===== src/rtl/regfile_wb_arbiter.sv =====
// Round-robin arbiter that shares the register-file write port among NUM_REQ write-back sources.
// Optional macro RF_ARB_R15_PRIORITY_EN lets any request targeting r15 (PC) win over round-robin order.
module regfile_wb_arbiter #(
   parameter int WIDTH   = 32,
   parameter int NUM_REQ = 3,
   parameter int AW      = 4
) (
   input  logic                     clk,
   input  logic                     rst,
   input  logic                     wb_stall,
   input  logic [NUM_REQ-1:0]       req_valid,
   input  logic [NUM_REQ*AW-1:0]    req_addr,
   input  logic [NUM_REQ*WIDTH-1:0] req_data,
   output logic [NUM_REQ-1:0]       req_ready,
   output logic                     wr_en,
   output logic [AW-1:0]            wr_addr,
   output logic [WIDTH-1:0]         wr_data,
   output logic [15:0]              grant_cnt
);

   localparam int PW = (NUM_REQ > 1) ? $clog2(NUM_REQ) : 1;

   generate
      if (NUM_REQ < 2 || NUM_REQ > 8) begin : g_bad_num_req
         $error("regfile_wb_arbiter: NUM_REQ must be in 2..8");
      end
   endgenerate

   logic [PW-1:0]    ptr;
   logic [PW-1:0]    win_idx;
   logic             any_grant;
   logic [AW-1:0]    addr_arr [NUM_REQ];
   logic [WIDTH-1:0] data_arr [NUM_REQ];

   genvar g;
   generate
      for (g = 0; g < NUM_REQ; g++) begin : g_unpack
         assign addr_arr[g] = req_addr[g*AW +: AW];
         assign data_arr[g] = req_data[g*WIDTH +: WIDTH];
      end
   endgenerate

   // (base + off) mod NUM_REQ; off never exceeds NUM_REQ so one subtraction suffices.
   function automatic logic [PW-1:0] wrap_idx(input logic [PW-1:0] base, input int off);
      int s;
      s = int'(base) + off;
      if (s >= NUM_REQ) s = s - NUM_REQ;
      return s[PW-1:0];
   endfunction

`ifdef RF_ARB_R15_PRIORITY_EN
   localparam logic [AW-1:0] PC_ADDR = AW'(15);
`endif

   // Scan from the far end so the last hit written is the one closest to ptr.
   always_comb begin
      any_grant = 1'b0;
      win_idx   = '0;
      if (!rst && !wb_stall) begin
         for (int k = NUM_REQ - 1; k >= 0; k--) begin
            if (req_valid[wrap_idx(ptr, k)]) begin
               any_grant = 1'b1;
               win_idx   = wrap_idx(ptr, k);
            end
         end
`ifdef RF_ARB_R15_PRIORITY_EN
         for (int i = NUM_REQ - 1; i >= 0; i--) begin
            if (req_valid[i] && addr_arr[i] == PC_ADDR) begin
               win_idx = PW'(i);
            end
         end
`endif
      end
   end

   always_comb begin
      req_ready = '0;
      if (any_grant) req_ready[win_idx] = 1'b1;
   end

   // Address and data hold on idle cycles so the register side sees a stable bus.
   always_ff @(posedge clk) begin
      if (rst) begin
         wr_en     <= 1'b0;
         wr_addr   <= '0;
         wr_data   <= '0;
         grant_cnt <= '0;
         ptr       <= '0;
      end else begin
         wr_en <= any_grant;
         if (any_grant) begin
            wr_addr   <= addr_arr[win_idx];
            wr_data   <= data_arr[win_idx];
            grant_cnt <= grant_cnt + 16'd1;
            ptr       <= wrap_idx(win_idx, 1);
         end
      end
   end

endmodule

===== config.mk =====
export PLATFORM = sky130hd
export DESIGN_NAME = regfile_wb_arbiter
export DESIGN_NICKNAME = d
export VERILOG_FILES = /design/src/rtl/regfile_wb_arbiter.sv
export SDC_FILE = /design/constraint.sdc
export NUM_CORES = 1
export LEC_CHECK = 0
export CAP_MARGIN = 20
export CORE_UTILIZATION = 40
export CTS_CLUSTER_DIAMETER = 80
export DETAILED_ROUTE_END_ITERATION = 8
export GPL_TIMING_DRIVEN = 0
export PLACE_DENSITY = 0.85
export SLEW_MARGIN = 25
export SYNTH_ARGS = -nofsm -noshare
export SYNTH_HDL_FRONTEND = slang
export SYNTH_SLANG_ARGS = --single-unit

===== constraint.sdc =====
create_clock -name clk -period 4.4 [get_ports clk]
set_input_delay 0.44 -clock clk [delete_from_list [all_inputs] [get_ports clk]]
set_output_delay 0.44 -clock clk [all_outputs]
set_load 0.05 [all_outputs]

==> results of run 1 <==
layer usage:
layer / up-vias / GRT usage / routed length [um]
met5: - / 0 / 0
met4: 0 / 0.0758 / 165
met3: 12 / 0.0867 / 923
met2: 146 / 0.443 / 4660
met1: 1484 / 0.315 / 3890
li1: 1527 / - / -
flip-flops by register name (all words and copies together) (netlist names):
signal     cells
grant_cnt     16
wr_data       32
ptr            2
wr_addr        4
wr_en          1
cell usage in the layout (no fill, tap or decap), types with 12 or more instances in the layout:
| master | netlist | layout |
|---|---|---|
| clkbuf_1 | 14 | 14 |
| nor2_1 | 33 | 33 |
| clkdlybuf4s50_1 | 0 | 168 |
| a221o_1 | 20 | 20 |
| a21oi_1 | 32 | 32 |
| dfxtp_1 | 55 | 55 |
| nand2_1 | 25 | 25 |
| xnor2_1 | 12 | 12 |
| a32oi_1 | 25 | 25 |
final timing paths:
kind / endpoint / slack [ns] / depth (start not counted)
max: req_ready[0] / 0.57 / 11
min: grant_cnt[4] / 0.50 / 1
max reg2reg: wr_data[19] / 1.79 / 10
min reg2reg: grant_cnt[4] / 0.50 / 1
cell type report:
| class | count | area (um2) | area share |
|---|---|---|---|
| Timing Repair Buffer | 168 | 1680 | 0.353 |
| Clock buffer | 5 | 68.8 | 0.0144 |
| Inverter | 11 | 41.3 | 0.00867 |
| Multi-Input combinational cell | 215 | 1560 | 0.327 |
| Buffer | 30 | 170 | 0.0357 |
| Clock inverter | 3 | 22.5 | 0.00473 |
| Sequential cell | 55 | 1100 | 0.231 |
| Tap cell | 96 | 120 | 0.0252 |
through the flow:
step,area [um2],power (mW),std cells
floorplan,2870,1.21,311
global placement,4670,1.55,575
detailed placement,4670,1.56,575
CTS,4760,1.85,583
global route,4760,1.93,583
finish,4760,1.84,583
logic make-up (layout without fill, tap and decap cells):
| kind of cell | Yosys count | after routing | share of synthesized area |
|---|---|---|---|
| multiplexers | 6 | 6 | 0.0209 |
| buffers and inverters | 41 | 217 | 0.0737 |
| flip-flops | 55 | 55 | 0.384 |
| XOR/XNOR | 12 | 12 | 0.0366 |
| adder cells (fa/ha/maj) | 4 | 4 | 0.0174 |
| AND/OR/NAND/NOR | 83 | 83 | 0.145 |
| AO/OA/AOI/OAI | 110 | 110 | 0.323 |
worst max-delay path, cell delays in order (launching register included):
cell	delay [ns]
dfxtp_1	0.37
inv_1	0.07
ha_1	0.28
buf_4	0.16
mux2i_1	0.11
or4_1	0.39
clkbuf_1	0.14
and2_4	0.15
buf_6	0.13
nor3_4	0.27
buf_6	0.19
clkdlybuf4s50_1	0.81
power groups by stage:
stage	Clock [mW]	Sequential (mW)	Combinational (mW)
global placement	0	0.644	0.902
floorplan	0	0.939	0.273
global route	0.321	0.648	0.963
detailed placement	0	0.648	0.913
CTS	0.298	0.636	0.918
finish	0.292	0.636	0.914
==> results.cfg, run 1 <==
[clock_network]
tritoncts = done
cts-root-buf = clkbuf_8
cts_buffers = 5
cts_resized = 0
cts_buffer_depth = 2
clock-sinks = 55
clkLatencyLatePin_ns = 0.31
cts.hold.buffers_added = 0
post_cts_buffers = 0
htreeDepth = 2
path_clk_slew_ns = 0.11

[finish]
syn_to_final_growth_pct = 66.0
nFillCells = 586
drive_gt1_frac = 0.0842
diodes = 0
nets = 604
final_util = 0.693

[floorplan]
start_util = 0.418
ioPinCount = 170
die_y_um = 86.7
rows = 30
fp.dieW_um = 86.7
dieArea_um2 = 7520
coreArea_um2 = 6870

[logic_synthesis]
synthesis.area_um2 = 2870
syn_avg_cell_area_um2 = 9.23
yosysMostFrequentCell = dfxtp_1
ys_ff_latch = 55
synth_edf_count = 0
syn_nets = 429
seq_area_frac_synth = 0.384
synth.distinct_cells = 37
yosysTopAreaCellShare = 0.384
synth_area_leader_cell = dfxtp_1
synthCells = 311
ys.flop_type = dfxtp_1
async_reset_ff_frac = 0
synth_top_cells_by_area = dfxtp_1, a32oi_1, a221o_1
yosysWarnings = 0
synthTopCellsByCount = dfxtp_1, nor2_1, a21oi_1

[routing]
wl_per_cell_um = 16.5
wl_mm = 9.64
drc = 0
vias = 3169
via_per_inst = 5.44
drtIter0Drc = 141
dr.pass1.iters = 5
antenna_left = 0

[placement]
place.gp.congestion = 0.804
hpwlAfterDp_mm = 7.43
numPortBuffers = 168
pre_cts_slack_ns = 0.789

[timing]
fin_ws_ns = 0.571
setup_viol = 0
rsz0062_at_grt = false
holdWs_ns = 0.501
slew_viol_final = 0
fmax_ghz = 0.261
period_share = 0.870
slew_headroom = 0.613
skew_ns = 0.0112
period_needed_ns = 3.83
setup_tns_ns = 0
hold_viol = 0
worst_slew_pin_slew_ns = 0.579

[grt]
grt_pass1_vias = 3104
antenna_found_initial = 0
grtUsageTotal = 0.261
grt_max_degree = 19
grt_overflow = 0
grt_first_pass_wirelength_mm = 15.3

[setup_path]
cp-end-kind = primary output
crit_arrival_ns = 3.39
worstSetupStartpointType = flop
critPathMaxFanout = 10
cp.required_ns = 3.96
worstSetupPathType = flop to primary output
r2r-start = ptr[0]
cp-startpoint = ptr[0]

[run_status]
status = finished clean

[power_and_ir_drop]
peakVddDrop_mv = 0.208
p_per_area_nw_per_um2 = 387
p_int_mw = 1.07
p_comb_frac = 0.496
sequentialPowerShare = 0.345
leakage_nw = 1.69
p_sw_uw = 771
swShare = 0.419
clkPwrFrac = 0.158

[run]
maxCapViolCount = 0

[hold_path]
min-delay-start = grant_cnt[4]
hp-class = flop to flop
Power figures use the tool's default switching activity.
==> run 2: changes to the inputs <==
--- a/config.mk
+++ b/config.mk
@@ -11,7 +11,9 @@
 export DETAILED_ROUTE_END_ITERATION = 8
 export GPL_TIMING_DRIVEN = 0
 export PLACE_DENSITY = 0.85
+export SETUP_SLACK_MARGIN = 0.05
 export SLEW_MARGIN = 25
 export SYNTH_ARGS = -nofsm -noshare
 export SYNTH_HDL_FRONTEND = slang
 export SYNTH_SLANG_ARGS = --single-unit
+export TNS_END_PERCENT = 30
==> results of run 2 <==
The final DEF is identical to that of run 1; final timing and power are the same.
